<file path="src/rtl/alsu_pkg.sv">
// alsu_pkg: shared definitions for the pipelined ALSU.
//   OPC_*      : 3-bit opcode encodings.
//   alsu_op_t  : control fields captured in the stage-1 register alongside the operands.
package alsu_pkg;

    localparam logic [2:0] OPC_AND   = 3'b000;
    localparam logic [2:0] OPC_XOR   = 3'b001;
    localparam logic [2:0] OPC_ADD   = 3'b010;
    localparam logic [2:0] OPC_MUL   = 3'b011;
    localparam logic [2:0] OPC_SHIFT = 3'b100;
    localparam logic [2:0] OPC_ROT   = 3'b101;
    localparam logic [2:0] OPC_INV6  = 3'b110;
    localparam logic [2:0] OPC_INV7  = 3'b111;

    // Operands are WIDTH-dependent, so they are stored beside this struct
    // rather than inside it.
    typedef struct packed {
        logic [2:0] opc;
        logic       cin;
        logic       sin;
        logic       dir;
        logic       rop_a;
        logic       rop_b;
        logic       bp_a;
        logic       bp_b;
    } alsu_op_t;

endpackage

</file>
<file path="src/rtl/alsu_core.sv">
// alsu_core: purely combinational result / error calculator.
//   a, b : operands (WIDTH bits)
//   op   : opcode and control flags
//   acc  : current shift/rotate accumulator (OUT_W bits)
//   res  : result (OUT_W bits), zero when err is set
//   err  : the operation is invalid
module alsu_core
    import alsu_pkg::*;
#(
    parameter int    WIDTH          = 3,
    parameter string INPUT_PRIORITY = "A",
    parameter string FULL_ADDER     = "ON",
    localparam int   OUT_W          = 2 * WIDTH
) (
    input  logic [WIDTH-1:0] a,
    input  logic [WIDTH-1:0] b,
    input  alsu_op_t         op,
    input  logic [OUT_W-1:0] acc,
    output logic [OUT_W-1:0] res,
    output logic             err
);

    localparam bit PRIO_B  = (INPUT_PRIORITY == "B");
    localparam bit ADD_CIN = (FULL_ADDER == "ON");

    logic [OUT_W-1:0] a_ext;
    logic [OUT_W-1:0] b_ext;
    logic             cin_eff;

    assign a_ext   = OUT_W'(a);
    assign b_ext   = OUT_W'(b);
    assign cin_eff = ADD_CIN & op.cin;

    always_comb begin
        res = '0;
        err = 1'b0;
        // Bypass outranks every opcode, including the invalid ones.
        if (op.bp_a ^ op.bp_b) begin
            res = op.bp_a ? a_ext : b_ext;
        end else if (op.bp_a && op.bp_b) begin
            res = PRIO_B ? b_ext : a_ext;
        end else if ((op.opc == OPC_AND || op.opc == OPC_XOR) && op.rop_a && op.rop_b) begin
            err = 1'b1;
        end else begin
            case (op.opc)
                OPC_AND: begin
                    if (op.rop_a)      res = OUT_W'(&a);
                    else if (op.rop_b) res = OUT_W'(&b);
                    else               res = a_ext & b_ext;
                end
                OPC_XOR: begin
                    if (op.rop_a)      res = OUT_W'(^a);
                    else if (op.rop_b) res = OUT_W'(^b);
                    else               res = a_ext ^ b_ext;
                end
                // Computed at OUT_W so the carry-out lands in the upper bits.
                OPC_ADD:   res = a_ext + b_ext + OUT_W'(cin_eff);
                OPC_MUL:   res = a_ext * b_ext;
                OPC_SHIFT: res = op.dir ? {acc[OUT_W-2:0], op.sin} : {op.sin, acc[OUT_W-1:1]};
                OPC_ROT:   res = op.dir ? {acc[OUT_W-2:0], acc[OUT_W-1]} : {acc[0], acc[OUT_W-1:1]};
                default:   err = 1'b1;
            endcase
        end
    end

endmodule

</file>
<file path="src/rtl/alsu_pipe.sv">
// alsu_pipe: two-stage pipelined ALSU with valid/ready on both sides.
//   clk, rst (async, active-low)
//   in_valid/in_ready + a, b, opc, cin, sin, dir, rop_a, rop_b, bp_a, bp_b : operation input
//   out_valid/out_ready + out, err : result output (err qualified by out_valid)
//   leds : toggles on every result that carries err
// Stage 1 captures the operation; stage 2 holds the computed result. The
// shift/rotate accumulator follows each result as it enters stage 2, so
// chained shifts need no bubble and a stalled stage 2 never re-applies one.
module alsu_pipe
    import alsu_pkg::*;
#(
    parameter int    WIDTH          = 3,
    parameter string INPUT_PRIORITY = "A",
    parameter string FULL_ADDER     = "ON",
    parameter int    LED_W          = 16,
    localparam int   OUT_W          = 2 * WIDTH
) (
    input  logic             clk,
    input  logic             rst,
    input  logic             in_valid,
    output logic             in_ready,
    input  logic [WIDTH-1:0] a,
    input  logic [WIDTH-1:0] b,
    input  logic [2:0]       opc,
    input  logic             cin,
    input  logic             sin,
    input  logic             dir,
    input  logic             rop_a,
    input  logic             rop_b,
    input  logic             bp_a,
    input  logic             bp_b,
    output logic             out_valid,
    input  logic             out_ready,
    output logic [OUT_W-1:0] out,
    output logic             err,
    output logic [LED_W-1:0] leds
);

    logic             s1_valid_q, s1_valid_d;
    logic [WIDTH-1:0] s1_a_q, s1_a_d;
    logic [WIDTH-1:0] s1_b_q, s1_b_d;
    alsu_op_t         s1_op_q, s1_op_d;
    logic             s2_valid_q, s2_valid_d;
    logic [OUT_W-1:0] out_q, out_d;
    logic             err_q, err_d;
    logic [OUT_W-1:0] acc_q, acc_d;
    logic [LED_W-1:0] leds_q, leds_d;

    logic             in_xfer;
    logic             out_xfer;
    logic             s1_adv;
    logic [OUT_W-1:0] core_res;
    logic             core_err;

    assign s1_adv    = s1_valid_q && (!s2_valid_q || out_ready);
    assign in_ready  = !s1_valid_q || s1_adv;
    assign in_xfer   = in_valid && in_ready;
    assign out_xfer  = s2_valid_q && out_ready;
    assign out_valid = s2_valid_q;
    assign out       = out_q;
    assign err       = err_q;
    assign leds      = leds_q;

    alsu_core #(
        .WIDTH          (WIDTH),
        .INPUT_PRIORITY (INPUT_PRIORITY),
        .FULL_ADDER     (FULL_ADDER)
    ) u_core (
        .a   (s1_a_q),
        .b   (s1_b_q),
        .op  (s1_op_q),
        .acc (acc_q),
        .res (core_res),
        .err (core_err)
    );

    always_comb begin
        s1_valid_d = s1_valid_q;
        s1_a_d     = s1_a_q;
        s1_b_d     = s1_b_q;
        s1_op_d    = s1_op_q;
        if (in_xfer) begin
            s1_valid_d    = 1'b1;
            s1_a_d        = a;
            s1_b_d        = b;
            s1_op_d.opc   = opc;
            s1_op_d.cin   = cin;
            s1_op_d.sin   = sin;
            s1_op_d.dir   = dir;
            s1_op_d.rop_a = rop_a;
            s1_op_d.rop_b = rop_b;
            s1_op_d.bp_a  = bp_a;
            s1_op_d.bp_b  = bp_b;
        end else if (s1_adv) begin
            s1_valid_d = 1'b0;
        end
    end

    always_comb begin
        s2_valid_d = s2_valid_q;
        out_d      = out_q;
        err_d      = err_q;
        acc_d      = acc_q;
        leds_d     = leds_q;
        if (s1_adv) begin
            s2_valid_d = 1'b1;
            out_d      = core_res;
            err_d      = core_err;
            acc_d      = core_res;
            if (core_err) leds_d = ~leds_q;
        end else if (out_xfer) begin
            s2_valid_d = 1'b0;
        end
    end

    always_ff @(posedge clk or negedge rst) begin
        if (!rst) begin
            s1_valid_q <= 1'b0;
            s1_a_q     <= '0;
            s1_b_q     <= '0;
            s1_op_q    <= '0;
            s2_valid_q <= 1'b0;
            out_q      <= '0;
            err_q      <= 1'b0;
            acc_q      <= '0;
            leds_q     <= '0;
        end else begin
            s1_valid_q <= s1_valid_d;
            s1_a_q     <= s1_a_d;
            s1_b_q     <= s1_b_d;
            s1_op_q    <= s1_op_d;
            s2_valid_q <= s2_valid_d;
            out_q      <= out_d;
            err_q      <= err_d;
            acc_q      <= acc_d;
            leds_q     <= leds_d;
        end
    end

endmodule

</file>
<file path="config.mk">
export PLATFORM = sky130hd
export DESIGN_NAME = alsu_pipe
export DESIGN_NICKNAME = d
export VERILOG_FILES = /design/src/rtl/alsu_pkg.sv /design/src/rtl/alsu_core.sv /design/src/rtl/alsu_pipe.sv
export SDC_FILE = /design/constraint.sdc
export NUM_CORES = 1
export LEC_CHECK = 0
export BUFFER_PORTS_ARGS = -buffer_cell sky130_fd_sc_hd__buf_4
export CORE_UTILIZATION = 50
export CTS_BUF_LIST = sky130_fd_sc_hd__clkbuf_8
export DETAILED_ROUTE_END_ITERATION = 6
export GPL_TIMING_DRIVEN = 0
export PLACE_DENSITY = 0.71
export SETUP_SLACK_MARGIN = 0.15
export SYNTH_ARGS = -nofsm -noshare
export SYNTH_HDL_FRONTEND = slang
export SYNTH_SLANG_ARGS = --single-unit
</file>
<file path="constraint.sdc">
create_clock -name clk -period 2.6 [get_ports clk]
set_input_delay 0 -clock clk [delete_from_list [all_inputs] [get_ports clk]]
set_output_delay 0 -clock clk [all_outputs]
set_load 0.02 [all_outputs]
</file>
[Word-level counts from Yosys, hierarchy flattened]
Cells that the tools add are included.
W data, S select, Z words.
Storage, ports and cells
  bits in registers: 41
  output and inout port bits: 25
Operators by class
  $add $sub $neg: 2
  $mul: 1
  equality and inequality tests: 5
  muxes and demuxes: 19
  bitwise operators: 4
  reduce and logical (&&, ||, !) cells: 20
Operator list (count)
  $mux W6: 9
  $pmux W6 S6: 1
  $not A16 Y16: 1
  $mux W1: 8
  $add A6 B1 Y6: 1
  $eq A3 B2 Y1 const B: 2
  $eq A3 B3 Y1 const B: 2
  $logic_and A1 B1 Y1: 6
  $mul A3 B3 Y6: 1
  $reduce_and A3 Y1: 2
  $reduce_or A6 Y1: 1
  $reduce_xor A3 Y1: 2
  $add A3 B3 Y4: 1
  $reduce_bool A2 Y1: 2
  $and A3 B3 Y3: 1
  $eq A3 B1 Y1 const B: 1
  $logic_not A3 Y1: 1
  $logic_or A1 B1 Y1: 3
  $mux W3: 1
  $xor A3 B3 Y3: 1
  $logic_not A1 Y1: 2
  $reduce_and A2 Y1: 1
  $xor A1 B1 Y1: 1

[Depth between registers and ports, before layout]
  depth after elaboration: 8
  depth in mapped cells: 9
  depth with buffers taken out: 9

[Cells and area by module]
Synthesis repeated with hierarchy kept, for this count alone.
Unflattened totals
  cells, all modules: 184
  area, all modules: 2361.0 um^2
Modules (own cells, without submodules)
  alsu_pipe: instances 1, cells an instance 90, area an instance 1589.0 um^2
  alsu_core: instances 1, cells an instance 94, area an instance 772.0 um^2

[Worst setup path before layout]
No wires, ideal clock.
  path type: register to register
  from: register s1_a_q[1]
  to: register acc_q[4]
  data arrival time: 2.114 ns
  data required time: 2.473 ns
  setup slack: 0.359 ns
  stages on the path, launching flop included: 10
  buffers on the path: 0
  period minus slack after synthesis: 2.241 ns
  cell sequence: dfrtp_1 -> ha_1 -> xnor2_1 -> ha_1 -> ha_1 -> fa_1 -> xnor2_1 -> o22ai_1 -> a41oi_1 -> o21ai_0
On the way
  word-level cells in the longest chain between the ends: 6
  elaborated cells on any way between the ends: 7
  classes of those cells: add/sub (2); mul (1); mux (4)
RTL lines
  start, declared: line alsu_pipe.sv:40  | logic [WIDTH-1:0] s1_a_q, s1_a_d;
  start signal, assigned: line alsu_pipe.sv:119  | s1_a_q <= '0;
  start signal, assigned: line alsu_pipe.sv:129  | s1_a_q <= s1_a_d;
  $add A3 B3 Y4: line alsu_core.sv:57  | OPC_ADD: res = a_ext + b_ext + OUT_W'(cin_eff);
  $add A6 B1 Y6: line alsu_core.sv:57
  $pmux W6 S6 (*): line alsu_core.sv:45  | case (op.opc)
  $mux W6 (*): line alsu_core.sv:42  | end else if ((op.opc == OPC_AND || op.opc == OPC_XOR) && op.rop_a && op.rop_b) begin
  $mux W6 (*): line alsu_core.sv:40  | end else if (op.bp_a && op.bp_b) begin
  $mux W6 (*): line alsu_core.sv:38  | if (op.bp_a ^ op.bp_b) begin
  end signal, assigned: line alsu_pipe.sv:125  | acc_q <= '0;
  end signal, assigned: line alsu_pipe.sv:135  | acc_q <= acc_d;
  end, declared: line alsu_pipe.sv:46  | logic [OUT_W-1:0] acc_q, acc_d;
Mark *: on every way between the ends. The rest lies on a longest branch, timed or not.
A chain may end at the register's enable or synchronous reset.

[Worst setup path after layout]
  from: register s1_b_q[0]
  to: register acc_q[1]
On the way
  word-level cells in the longest chain between the ends: 6
  elaborated cells on any way between the ends: 7
  classes of those cells: add/sub (2); mul (1); mux (4)
RTL lines
  start, declared: line alsu_pipe.sv:41  | logic [WIDTH-1:0] s1_b_q, s1_b_d;
  start signal, assigned: line alsu_pipe.sv:120  | s1_b_q <= '0;
  start signal, assigned: line alsu_pipe.sv:130  | s1_b_q <= s1_b_d;
  $add A3 B3 Y4: line alsu_core.sv:57
  $add A6 B1 Y6: line alsu_core.sv:57
  $pmux W6 S6 (*): line alsu_core.sv:45
  $mux W6 (*): line alsu_core.sv:42
  $mux W6 (*): line alsu_core.sv:40
  $mux W6 (*): line alsu_core.sv:38
Marked as above.

==> qor.yml <==
detailed_routing:
  wl_per_cell_um: 15.21
  finalWirelength_um: 4973
  drt_iter0_markers: 136
  detail_route.first_pass.iterations: 4
  route.detailed.drc: 0
  via_per_inst: 5.434
  antenna_left: 0
  route.vias.total: 1777
global_route:
  grt_use_met2_pct: 34.18
  use_met1_pct: 29.76
  grt_max_degree: 42
  grt_util_met3_pct: 4.618
  grt_pass1_vias: 1728
  overflow: 0
  antenna_found_initial: 0
  grt_usage_pct: 21.78
  grt_pass1_wl_um: 8328
  top_usage_layer: "met2"
worst_setup_path:
  cp_data_arrival_time_ps: 2550
  crit_fanout: 5
  path_delay_family: "adder cells"
  critPathSlowestCell: "fa_1"
  crit_type: "flip-flop to flip-flop"
  endpoint_kind: "flip-flop"
  crit_required_ps: 2790
  timing.critical_path.buf_inv: 0
  worstSetupStartpointType: "flip-flop"
  crit_chain: "ha_2, fa_1, ha_1, mux2_2, a222oi_1, o21ai_1, a22o_1"
  critPathMaxStageDelay_ps: 460
timing:
  fin_ws_ps: 241.3
  grt_setup_unrepaired: "no"
  min_period_over_period_pct: 90.72
  max_freq_ghz: 0.4240
  setup_violations: 0
  min_period_ps: 2359
  worst_slew_pin_slew_ps: 631.5
  hold_violations: 0
  skew_ps: 6.190
  slew-limit-headroom_pct: 57.59
  whs_ps: 28.41
  fin_setup_tns_ps: 0
  drv_slew: 0
synthesis:
  avgSynthCellArea_um2: 11.67
  synth_nets: 237
  synth-main-ff-cell: "dfrtp_1"
  synth.distinct_cells: 46
  synth_seq_area_share_pct: 43.97
  syn_area_mm2: 0.002333
  synth_warnings: 0
  synth_cells: 200
  synth_edf_count: 0
  async_reset_ff_share_pct: 100.0
  ys_seq_elements: 41
floorplan:
  die_x_um: 70.32
  die_area_mm2: 0.004944
  chipHeight_um: 70.32
  initial_core_util_pct: 52.86
  io_pins: 45
  core_area_mm2: 0.004414
  rows: 24
hold_path:
  hold_path_class: "input pin to flip-flop"
power:
  p_leak_nw: 1.476
  power_density_mw_per_mm2: 856.9
  ir_worst_vdd_uv: 672.7
layout:
  area_growth_pct: 31.42
  nNetsFinal: 312
  num-fill-cells: 351
  final_area_mm2: 0.003067
  drive_gt1_share_pct: 32.73
  fin_util_pct: 69.47
  num_antenna_cells: 0
  mostFrequentLayoutCell: "buf_4"
  final_cell_mix: "buf_4, dfrtp_1, mux2_2, xor2_1, dlygate4sd3_1"
cts:
  htree_levels: 2
  clkLatencyLatePin_ps: 290
  clock_path_buffers: 2
  ctsRootBufferMaster: "clkbuf_8"
  path_clk_slew_ps: 80
  numCtsBuffers: 5
  cts_sinks: 41
  cts_tree: "done"
status:
  outcome: "finished, final reports clean"
flow_run:
  max-cap-violations: 0
place:
  place_ws_ps: 97.30
  post_dp_cell_area_mm2: 0.002729
  hpwl_um: 3417
  gp_congestion: 0.8305
  numPortBuffers: 44
## layer usage
metal	wire, µm	up-vias
li1	-	872
met1	2237	864
met2	2478	32
met3	164	9
met4	92	0
met5	0	-
## worst reg2reg max path: cells and delay by family, from the launching register on
kind / cells / cell delay [ps]
fa+ha+maj: 3 / 980
flops: 1 / 450
mux: 1 / 260
compound gates: 3 / 570
## cell type report
class,instances,area (µm²),area share (%)
Timing Repair Buffer,68,555.5,18.12
Buffer,8,38.79,1.265
Sequential cell,41,1032,33.66
Multi-Input combinational cell,144,1245,40.60
Clock buffer,5,68.82,2.244
Clock inverter,2,35.03,1.142
Tap cell,52,65.06,2.122
Inverter,7,26.28,0.8568
## report_power, final
group | total, mW | switching, mW | internal (mW)
combinational | 1.13 | 0.577 | 0.549
sequential | 1.01 | 0.175 | 0.833
clock | 0.494 | 0.215 | 0.279
## final timing paths
| kind | startpoint | endpoint | slack [ps] | cells after the start |
|---|---|---|---|---|
| max | s1_b_q[0]$_DFFE_PN0P_ | acc_q[1]$_DFFE_PN0P_ | 240 | 7 |
| min | out_ready | out_valid$_DFFE_PN0P_ | 30 | 3 |
| max reg2reg | s1_b_q[0]$_DFFE_PN0P_ | acc_q[1]$_DFFE_PN0P_ | 240 | 7 |
| min reg2reg | leds[13]$_DFFE_PN0P_ | leds[13]$_DFFE_PN0P_ | 470 | 1 |
| max in group asynchronous | rst | s1_b_q[0]$_DFFE_PN0P_ | 2000 | 2 |
| min in group asynchronous | rst | s1_valid_q$_DFFE_PN0P_ | 220 | 2 |
## cell usage after synthesis, drive strengths merged (4+ instances only)
| cell type | n | area [µm²] |
|---|---|---|
| dfrtp | 41 | 1026 |
| clkbuf | 6 | 22.52 |
| nand2 | 13 | 48.80 |
| mux2 | 21 | 236.5 |
| a21o | 5 | 37.54 |
| o21ai | 8 | 40.04 |
| a21oi | 4 | 23.77 |
| and2 | 6 | 37.54 |
| ha | 15 | 187.7 |
| inv | 7 | 26.28 |
| xnor2 | 4 | 35.03 |
| xor2 | 18 | 157.7 |
| mux2i | 8 | 80.08 |
## kinds of logic (layout without fill, tap and decap cells)
group           after synthesis  count (layout)  synth area share, %
buf+inv                      15              90                2.788
compound gates               40              40                12.49
xor+xnor                     22              22                8.257
simple gates                 36              36                9.170
flops                        41              41                43.97
mux                          29              29                13.57
fa+ha+maj                    17              17                9.759
## stage by stage
| step | std cells | power (mW) |
|---|---|---|
| global route | 327 | 2.784 |
| global placement | 296 | 2.081 |
| finish | 327 | 2.628 |
| CTS | 323 | 2.624 |
| floorplan | 200 | 1.677 |
| detailed placement | 296 | 2.098 |
## repair_timing
action | in CTS | in global routing
pin swaps | 0 | 3
buffers inserted | 2 | 4
hold endpoints to repair | 58 | 0
resized for setup | 3 | 4
hold buffers | 18 | 0
endpoints found under the setup margin | 3 | 3
## state kept, by name (all words and copies together) (netlist names)
register	cells
s1_b_q	3
leds	16
out_valid	1
s1_op_q	10
s1_a_q	3
err	1
acc_q	6
s1_valid_q	1
No activity file was read; power rests on OpenSTA's default activity.
